## src/rtl/bist_err_logger_pkg.sv

```systemverilog
// Shared constants, serialiser state encoding and small helpers for the BIST error logger.
package bist_log_pkg;

  localparam int DEF_MEM_DQ_WIDTH = 16;
  localparam logic [7:0] HDR_BYTE_DEFAULT = 8'hA5;
  localparam int REC_W = 8 + 32 + 4 + 2 * DEF_MEM_DQ_WIDTH * 8;

  typedef enum logic [1:0] {
    IDLE = 2'd0,
    SEND = 2'd1,
    CSUM = 2'd2
  } ser_state_e;

  function automatic int rec_width(input int dq_width);
    return 8 + 32 + 4 + 2 * dq_width * 8;
  endfunction

  function automatic int rec_bytes(input int db);
    return 7 + 2 * db;
  endfunction

  function automatic logic [7:0] csum_step(input logic [7:0] acc, input logic [7:0] b);
    return acc ^ b;
  endfunction

endpackage

```

## src/rtl/bist_err_logger_if.sv

```systemverilog
// Byte stream from the logger toward the UART transmitter (valid/ready).
interface bist_err_logger_if;
  logic [7:0] tx_data;
  logic       tx_valid;
  logic       tx_ready;

  modport master (output tx_data, output tx_valid, input tx_ready);
  modport slave  (input tx_data, input tx_valid, output tx_ready);
endinterface

```

## src/rtl/bist_err_logger_fifo.sv

```systemverilog
// Single-clock record FIFO; push and pop on the same edge are both honoured.
module bist_log_fifo
  import bist_log_pkg::*;
#(
  parameter int W  = REC_W,
  parameter int AW = 3
) (
  input  logic          core_clk,
  input  logic          core_clk_rst,
  input  logic          clr,
  input  logic          push,
  input  logic [W-1:0]  push_data,
  input  logic          pop,
  output logic [W-1:0]  pop_data,
  output logic          full,
  output logic          empty,
  output logic [AW:0]   level
);
  localparam int DEPTH = 2 ** AW;

  logic [W-1:0]  mem_r [DEPTH];
  logic [AW-1:0] wr_ptr_r;
  logic [AW-1:0] rd_ptr_r;
  logic [AW:0]   level_r;
  logic          push_ok_s;
  logic          pop_ok_s;

  assign full      = (level_r == (AW+1)'(DEPTH));
  assign empty     = (level_r == {(AW+1){1'b0}});
  assign push_ok_s = push && !full;
  assign pop_ok_s  = pop && !empty;
  assign pop_data  = mem_r[rd_ptr_r];
  assign level     = level_r;

  // Record storage; contents need no reset since pointers gate every read.
  always_ff @(posedge core_clk) begin
    if (push_ok_s) begin
      mem_r[wr_ptr_r] <= push_data;
    end
  end

  // Pointers and occupancy.
  always_ff @(posedge core_clk) begin
    if (core_clk_rst || clr) begin
      wr_ptr_r <= {AW{1'b0}};
      rd_ptr_r <= {AW{1'b0}};
      level_r  <= {(AW+1){1'b0}};
    end else begin
      if (push_ok_s) begin
        wr_ptr_r <= wr_ptr_r + AW'(1);
      end
      if (pop_ok_s) begin
        rd_ptr_r <= rd_ptr_r + AW'(1);
      end
      case ({push_ok_s, pop_ok_s})
        2'b10:   level_r <= level_r + (AW+1)'(1);
        2'b01:   level_r <= level_r - (AW+1)'(1);
        default: level_r <= level_r;
      endcase
    end
  end

endmodule

```

## src/rtl/bist_err_logger.sv

```systemverilog
// Timestamps BIST error beats into a record FIFO and streams each record as
// A5-framed bytes with a trailing XOR checksum.
module bist_err_logger
  import bist_log_pkg::*;
#(
  parameter int         MEM_DQ_WIDTH = DEF_MEM_DQ_WIDTH,
  parameter int         LOG_DEPTH_AW = 3,
  parameter logic [7:0] HDR_BYTE     = HDR_BYTE_DEFAULT
) (
  input  logic                      core_clk,
  input  logic                      core_clk_rst,
  input  logic                      next_err_flag,
  input  logic [MEM_DQ_WIDTH*8-1:0] next_err_data,
  input  logic [MEM_DQ_WIDTH*8-1:0] exp_data_out,
  input  logic [3:0]                test_main_state,
  input  logic                      log_clear,
  bist_err_logger_if.master         tx,
  output logic [LOG_DEPTH_AW:0]     log_level,
  output logic [7:0]                drop_cnt,
  output logic                      log_busy
);
  localparam int DW    = MEM_DQ_WIDTH * 8;
  localparam int RW    = rec_width(MEM_DQ_WIDTH);
  localparam int NB    = rec_bytes(MEM_DQ_WIDTH);
  localparam int SW    = NB * 8;
  localparam int IDX_W = $clog2(NB);

  logic [31:0]      ts_r;
  logic [7:0]       seq_r;
  logic [7:0]       drop_cnt_r;
  logic             fifo_full_s;
  logic             fifo_empty_s;
  logic             push_s;
  logic             pop_s;
  logic [RW-1:0]    rec_s;
  logic [RW-1:0]    fifo_rd_s;
  logic [SW-1:0]    stream_s;

  ser_state_e       state_r, state_s;
  logic [SW-1:0]    sreg_r, sreg_s;
  logic [IDX_W-1:0] idx_r, idx_s;
  logic [7:0]       csum_r, csum_s;
  logic [7:0]       tx_data_r, tx_data_s;
  logic             tx_valid_r, tx_valid_s;
  logic             busy_r;

  assign push_s   = next_err_flag && !fifo_full_s;
  assign rec_s    = {seq_r, ts_r, test_main_state, next_err_data, exp_data_out};
  assign stream_s = {HDR_BYTE, fifo_rd_s[RW-1 -: 40], 4'h0, fifo_rd_s[2*DW +: 4], fifo_rd_s[2*DW-1:0]};

  // Free-running timestamp; survives log_clear so time stays monotonic across flushes.
  always_ff @(posedge core_clk) begin
    if (core_clk_rst) begin
      ts_r <= 32'd0;
    end else begin
      ts_r <= ts_r + 32'd1;
    end
  end

  // Sequence number advances only on accepted records; drop counter saturates.
  always_ff @(posedge core_clk) begin
    if (core_clk_rst || log_clear) begin
      seq_r      <= 8'd0;
      drop_cnt_r <= 8'd0;
    end else begin
      if (push_s) begin
        seq_r <= seq_r + 8'd1;
      end
      if (next_err_flag && fifo_full_s && (drop_cnt_r != 8'hFF)) begin
        drop_cnt_r <= drop_cnt_r + 8'd1;
      end
    end
  end

  bist_log_fifo #(
    .W  (RW),
    .AW (LOG_DEPTH_AW)
  ) u_fifo (
    .core_clk     (core_clk),
    .core_clk_rst (core_clk_rst),
    .clr          (log_clear),
    .push         (push_s),
    .push_data    (rec_s),
    .pop          (pop_s),
    .pop_data     (fifo_rd_s),
    .full         (fifo_full_s),
    .empty        (fifo_empty_s),
    .level        (log_level)
  );

  // Serialiser next-state: tx_data/tx_valid are computed here and registered so they only change on accept.
  always_comb begin
    state_s    = state_r;
    sreg_s     = sreg_r;
    idx_s      = idx_r;
    csum_s     = csum_r;
    tx_data_s  = tx_data_r;
    tx_valid_s = tx_valid_r;
    pop_s      = 1'b0;
    case (state_r)
      IDLE: begin
        if (!fifo_empty_s) begin
          pop_s      = 1'b1;
          sreg_s     = stream_s;
          idx_s      = {IDX_W{1'b0}};
          csum_s     = 8'h00;
          tx_data_s  = stream_s[SW-1 -: 8];
          tx_valid_s = 1'b1;
          state_s    = SEND;
        end else begin
          tx_valid_s = 1'b0;
        end
      end
      SEND: begin
        if (tx.tx_ready) begin
          csum_s = csum_step(csum_r, tx_data_r);
          sreg_s = {sreg_r[SW-9:0], 8'h00};
          idx_s  = idx_r + IDX_W'(1);
          if (idx_r == IDX_W'(NB - 1)) begin
            tx_data_s = csum_step(csum_r, tx_data_r);
            state_s   = CSUM;
          end else begin
            tx_data_s = sreg_r[SW-9 -: 8];
          end
        end else begin
          tx_data_s = tx_data_r;
        end
      end
      CSUM: begin
        if (tx.tx_ready) begin
          tx_valid_s = 1'b0;
          state_s    = IDLE;
        end else begin
          tx_valid_s = 1'b1;
        end
      end
      default: begin
        tx_valid_s = 1'b0;
        state_s    = IDLE;
      end
    endcase
  end

  // Serialiser registers; log_clear abandons any record in flight.
  always_ff @(posedge core_clk) begin
    if (core_clk_rst || log_clear) begin
      state_r    <= IDLE;
      sreg_r     <= {SW{1'b0}};
      idx_r      <= {IDX_W{1'b0}};
      csum_r     <= 8'h00;
      tx_data_r  <= 8'h00;
      tx_valid_r <= 1'b0;
      busy_r     <= 1'b0;
    end else begin
      state_r    <= state_s;
      sreg_r     <= sreg_s;
      idx_r      <= idx_s;
      csum_r     <= csum_s;
      tx_data_r  <= tx_data_s;
      tx_valid_r <= tx_valid_s;
      busy_r     <= (state_s != IDLE);
    end
  end

  assign tx.tx_data  = tx_data_r;
  assign tx.tx_valid = tx_valid_r;
  assign drop_cnt    = drop_cnt_r;
  assign log_busy    = busy_r;

endmodule

```

## src/flat_wrapper.sv

```systemverilog
// flat-port wrapper written by rule: the top's interface ports become plain ports
module bist_err_logger_flat import bist_log_pkg::*;
#(
  parameter int         MEM_DQ_WIDTH = DEF_MEM_DQ_WIDTH,
  parameter int         LOG_DEPTH_AW = 3,
  parameter logic [7:0] HDR_BYTE     = HDR_BYTE_DEFAULT
)
  (core_clk, core_clk_rst, next_err_flag, next_err_data, exp_data_out, test_main_state, log_clear, log_level, drop_cnt, log_busy, tx_tx_data, tx_tx_valid, tx_tx_ready);
  bist_err_logger_if tx_i ();
  input  logic core_clk;
  input  logic core_clk_rst;
  input  logic next_err_flag;
  input  logic [MEM_DQ_WIDTH*8-1:0] next_err_data;
  input  logic [MEM_DQ_WIDTH*8-1:0] exp_data_out;
  input  logic [3:0] test_main_state;
  input  logic log_clear;
  output logic [LOG_DEPTH_AW:0] log_level;
  output logic [7:0] drop_cnt;
  output logic log_busy;
  output wire logic [$bits(tx_i.tx_data)-1:0] tx_tx_data;
  output wire logic [$bits(tx_i.tx_valid)-1:0] tx_tx_valid;
  input wire logic [$bits(tx_i.tx_ready)-1:0] tx_tx_ready;
  assign tx_tx_data = tx_i.tx_data;
  assign tx_tx_valid = tx_i.tx_valid;
  assign tx_i.tx_ready = tx_tx_ready;
  bist_err_logger #(.MEM_DQ_WIDTH(MEM_DQ_WIDTH), .LOG_DEPTH_AW(LOG_DEPTH_AW), .HDR_BYTE(HDR_BYTE)) u_core (.core_clk(core_clk), .core_clk_rst(core_clk_rst), .next_err_flag(next_err_flag), .next_err_data(next_err_data), .exp_data_out(exp_data_out), .test_main_state(test_main_state), .log_clear(log_clear), .tx(tx_i), .log_level(log_level), .drop_cnt(drop_cnt), .log_busy(log_busy));
endmodule
```

## config.mk

```make
export PLATFORM = sky130hd
export DESIGN_NAME = bist_err_logger_flat
export DESIGN_NICKNAME = d
export VERILOG_FILES = /design/src/rtl/bist_err_logger_pkg.sv /design/src/rtl/bist_err_logger_if.sv /design/src/rtl/bist_err_logger_fifo.sv /design/src/rtl/bist_err_logger.sv /design/src/flat_wrapper.sv
export SDC_FILE = /design/constraint.sdc
export NUM_CORES = 2
export LEC_CHECK = 0
export BUFFER_PORTS_ARGS = -buffer_cell sky130_fd_sc_hd__buf_4
export CORE_UTILIZATION = 49
export DETAILED_ROUTE_END_ITERATION = 10
export PLACE_DENSITY = 0.68
export SYNTH_ARGS = -nofsm -noshare
export SYNTH_HDL_FRONTEND = slang
export SYNTH_SLANG_ARGS = --single-unit
```

## constraint.sdc

```tcl
create_clock -name core_clk -period 67.5 [get_ports core_clk]
set_input_delay 13.5 -clock core_clk [delete_from_list [all_inputs] [get_ports core_clk]]
set_output_delay 13.5 -clock core_clk [all_outputs]
set_load 0.05 [all_outputs]
```

### Yosys cells after proc, flatten, opt, wreduce, memory -nomap -nowiden

Memory sizes are Yosys's and may differ from the RTL's. A register that Yosys moved wholly into a read port is not among the register bits.
Index checks and enable logic that the tools add are counted.

| storage, ports and cells | value |
|---|---|
| register bits after elaboration | 388 |
| RAM bits | 2,400 |
| output and inout bits | 22 |
| memories | 1 |

| operators by class | value |
|---|---|
| $add $sub $neg | 8 |
| equal/unequal tests | 9 |
| muxes and demuxes | 27 |
| bitwise logic cells | 1 |
| reductions and logical operators | 14 |

Memories:

| name | words | bits a word | rd ports | clocked after Yosys merged registers in | wr ports | line | source |
|---|---|---|---|---|---|---|---|
| u_core.u_fifo.mem_r | 8 | 300 | 1 | 1 | 1 | bist_err_logger_fifo.sv:21 | `logic [W-1:0] mem_r [DEPTH];` |

Operators with widths:

| cell | number |
|---|---|
| $mux W304 | 2 |
| $pmux W304 S2 | 1 |
| $mux W8 | 5 |
| $add A32 B1 Y32 const B | 1 |
| $pmux W8 S2 | 2 |
| $add A8 B1 Y8 const B | 2 |
| $mux W6 | 2 |
| $pmux W6 S2 | 1 |
| $mux W2 | 4 |
| $ne A8 B8 Y1 const B | 1 |
| $pmux W4 S2 | 1 |
| $xor A8 B8 Y8 | 1 |
| $add A3 B1 Y3 const B | 2 |
| $add A6 B1 Y6 const B | 1 |
| $eq A6 B6 Y1 const B | 1 |
| $mux W3 | 2 |
| $pmux W2 S3 | 1 |
| $reduce_bool A2 Y1 | 3 |
| $logic_and A1 B1 Y1 | 5 |
| $mux W1 | 5 |
| $add A4 B1 Y4 const B | 1 |
| $eq A2 B1 Y1 const B | 2 |
| $eq A2 B2 Y1 const B | 2 |
| $eq A4 B4 Y1 const B | 1 |
| 8 further kinds | 10 |

### Longest topological paths before layout

| depth | value |
|---|---|
| word-level depth | 6 |
| depth in mapped cells | 13 |

### Modules after synthesis

From an unflattened synthesis, not the netlist that was laid out.

| unflattened totals | value |
|---|---|
| cell total of the unflattened synthesis | 5,300 |
| area total of the unflattened synthesis | 105,790.2 um^2 |

By module, submodules not included:

| module | times used | cells each | area an instance (um^2) | seq. area each (um^2) |
|---|---|---|---|---|
| bist_log_fifo | 1 | 3,543 | 90,759.5 | 72,329.4 |
| bist_err_logger | 1 | 1,757 | 15,030.7 | 7,567.3 |

### Worst setup path after synthesis

Ideal clock, no wire load.

| path | value |
|---|---|
| kind | input port to flip-flop |
| start | input next_err_flag |
| end | memory u_core.u_fifo.mem_r[0][0] (netlist bit) (enable) |
| data arrival time | 42.308 ns |
| required time | 65.798 ns |
| setup slack | 23.490 ns |
| cell stages on the path | 3 |
| buffers on the path | 1 |
| cell sequence | clkbuf_1 -> nand2_1 -> nor4_1 |

| between the ends | value |
|---|---|
| word-level cells in the longest chain between the ends | 4 |

RTL lines:

| element | line | source |
|---|---|---|
| start: declaration | flat_wrapper.sv:12 | `input logic next_err_flag;` |
| $logic_and A1 B1 Y1 | bist_err_logger.sv:47 | `assign push_s = next_err_flag && !fifo_full_s;` |
| $logic_and A1 B1 Y1 | bist_err_logger_fifo.sv:30 | `assign push_ok_s = push && !full;` |
| $mux W1 | bist_err_logger_fifo.sv:37 | `if (push_ok_s) begin` |
| $mux W1 (not written as such) | bist_err_logger_fifo.sv:38 | `mem_r[wr_ptr_r] <= push_data;` |
| end: declaration | bist_err_logger_fifo.sv:21 |  |

No other way between the ends.

### Final worst setup path

| path | value |
|---|---|
| start | input next_err_flag |
| end | memory u_core.u_fifo.mem_r[2][124] (netlist bit) (enable) |

Same word-level chain as after synthesis.

==> results.toml <==
[status]
status = "finished, final reports clean"

[power]
vdd_drop_max_mv = 0.02733
p_leak_nw = 37.17
p_per_area_nw_per_um2 = 32.42

[critical_path]
critPathMaxFanout = 53
critPathLaunch = "next_err_flag"
start_kind = "primary input"
path_class = "primary input to register"
critical_path_required_ns = 68.03
end_kind = "register"
cp_data_arrival_time_ns = 17.55

[route]
drt_iter0_markers = 4394
first_pass_iters = 5
wl_per_cell_um = 26.47
routed_wl_mm = 231.1
num_vias = 52050
via_per_inst = 5.963
drc = 0
antenna_left = 0

[sta]
slew_headroom = 0.2175
clock.fmax_mhz = 58.75
fin_worst_skew_ns = 0.05504
tightest_slew_ns = 1.174
final-setup-viol-count = 0
drv_slew = 0
rsz0062_at_grt = "false"
fin_crit_sh = 0.2522
hold_violations = 0
min_period_ns = 17.02
tns_ns = 0

[cts]
cts_tree = "done"
clock_latency_ns = 0.94
postCtsResizedCells = 0
post-cts-setup-buffers = 0
htreeDepth = 5
cts_hold_buffers = 0
cts_buffers = 297
cts_sinks = 2791
cts_root_buffer = "clkbuf_16"
cts.clk_slew.worst_paths_ns = 0.06
cts_buffer_depth = 4

[logic_synthesis]
synth_edf_count = 2400
yosys.area.top_type = "edfxtp_1"
synth_cell_types = 56
synth_top_area_share = 0.6826
synth_fp_nets = 5574
synth-seq-area-share = 0.7567
synth-seq-cells = 2791
yosysMostFrequentCell = "edfxtp_1"
synth_commonest_cells = "2400 x edfxtp_1, 600 x mux4_2, 391 x dfxtp_1"
syn_area_per_cell_um2 = 19.93
syn_inst = 5299
async_reset_ff_frac = 0
synth_warnings = 0
ys_top_cells_by_area = "edfxtp_1 68%, mux4_2 13%, dfxtp_1 7.4%"
ys.flop_type = "edfxtp_1"
synth_area_um2 = 105600

[floorplan]
core_um2 = 214400
num_rows = 170
die_area_um2 = 217300
die_w_um = 466.2
initial_utilization = 0.4924
fp.dieH_um = 466.2
io_pins = 287

[global_route]
antenna_found_initial = 64
grt_pass1_vias = 53070
grt_max_degree = 171
grt.overflow.total = 0
grtUsageTotal = 0.2120
grt_pass1_wl_mm = 343.8

[final_layout]
utilization = 0.5603
n_fill_cell = 15980
design_area_um2 = 120100
area_growth_pct = 13.78
nets = 5922
drive_above_1_share = 0.2827

[placed_design]
gp_congestion = 0.7431
numPortBuffers = 286
place_area_um2 = 110800
hpwl_mm = 122.8

[hold_path]
min-delay-start = "u_core.sreg_r[267]"
hold_path_class = "register to register"

[run]
drv_cap = 0
stage by stage:
stage               std cells  total power [mW]  setup WS, ns  hold WS, ns
global route             8722             4.023         50.30       0.4798
floorplan                5299             2.278         23.49       0.4332
finish                   8729             3.894         50.48       0.4699
detailed placement       8186             2.380         49.54       0.4516
CTS                      8706             3.930         50.52       0.4652
global placement         8186             2.372         49.56       0.4423
report_power, final:
part	internal, mW	switching, mW
combinational	0.161	0.234
clock	0.924	0.631
sequential	1.92	0.0264
cells by family after synthesis:
group	count (synthesis)	synth area share
AOI/OAI and AO/OA	640	0.03966
xor gates and xnor gates	28	0.002323
adders and majority gates	10	0.001185
buffers and inverters	339	0.01385
DFF	2791	0.7567
muxes	920	0.1613
and+or+nand+nor	571	0.02496
cells in the final DEF (no fill, tap or decap), types with 10 or more instances in the layout:
master	instances
or4_1	12
mux2i_1	68
xnor2_1	10
inv_1	14
clkinv_2	39
ha_1	10
a32o_1	56
mux4_2	600
nand2_1	328
xor2_1	18
clkbuf_8	31
nand3_1	25
o21ai_0	26
buf_12	11
dfxtp_1	387
or3_1	14
nor4_1	10
a22oi_1	240
mux2_2	252
diode_2	23
nor2_1	57
nand2b_1	56
a21oi_1	281
edfxtp_1	2400
clkbuf_1	63
nor2b_1	14
bufinv_16	17
clkbuf_16	305
buf_4	362
clkinv_1	52
state kept, by name, indices dropped and copies added, names as in the netlist, named ones only:
| name | count |
|---|---|
| u_core.idx_r | 6 |
| u_core.tx.tx_data | 8 |
| u_core.drop_cnt | 8 |
| u_core.ts_r | 32 |
| u_core.u_fifo.mem_r | 2400 |
| u_core.sreg_r | 304 |
| u_core.tx.tx_valid | 1 |
| u_core.log_busy | 1 |
| u_core.seq_r | 8 |
| u_core.u_fifo.wr_ptr_r | 3 |
| u_core.csum_r | 8 |
| u_core.u_fifo.level | 4 |
| u_core.state_r | 2 |
| u_core.u_fifo.rd_ptr_r | 3 |
final timing paths:
path / end / slack, ns / cells past startpoint
worst max-delay path: u_core.u_fifo.mem_r[2][124] / 50.48 / 7
worst min-delay path: u_core.sreg_r[267] / 0.47 / 1
worst max register to register: u_core.sreg_r[212] / 61.45 / 9
worst min register to register: u_core.sreg_r[267] / 0.47 / 1
critical path: stages:
cell and delay [ns]:
buf_4 0.17, nand2_1 0.29, nor3_2 0.24, buf_4 0.76, buf_4 0.80, buf_4 0.86
buf_4 0.77
routing by layer:
metal / global-route usage / share of wire
met5: 0 / 0.0023
met1: 0.2941 / 0.42
met3: 0.05510 / 0.072
met4: 0.06171 / 0.021
met2: 0.3322 / 0.48
final cells by class:
cell class / instances / area, µm² / share of cell area
flip-flops and latches: 2791 / 79910 / 0.6652
multi-input cells: 2169 / 24300 / 0.2023
clock buffers: 399 / 8295 / 0.06906
well taps: 2838 / 3551 / 0.02956
repair buffers: 373 / 2938 / 0.02446
clock inverters: 121 / 1008 / 0.008395
inverters: 15 / 63.81 / 0.0005312
diodes: 23 / 57.56 / 0.0004791
No activity file was read; power rests on OpenSTA's default activity.
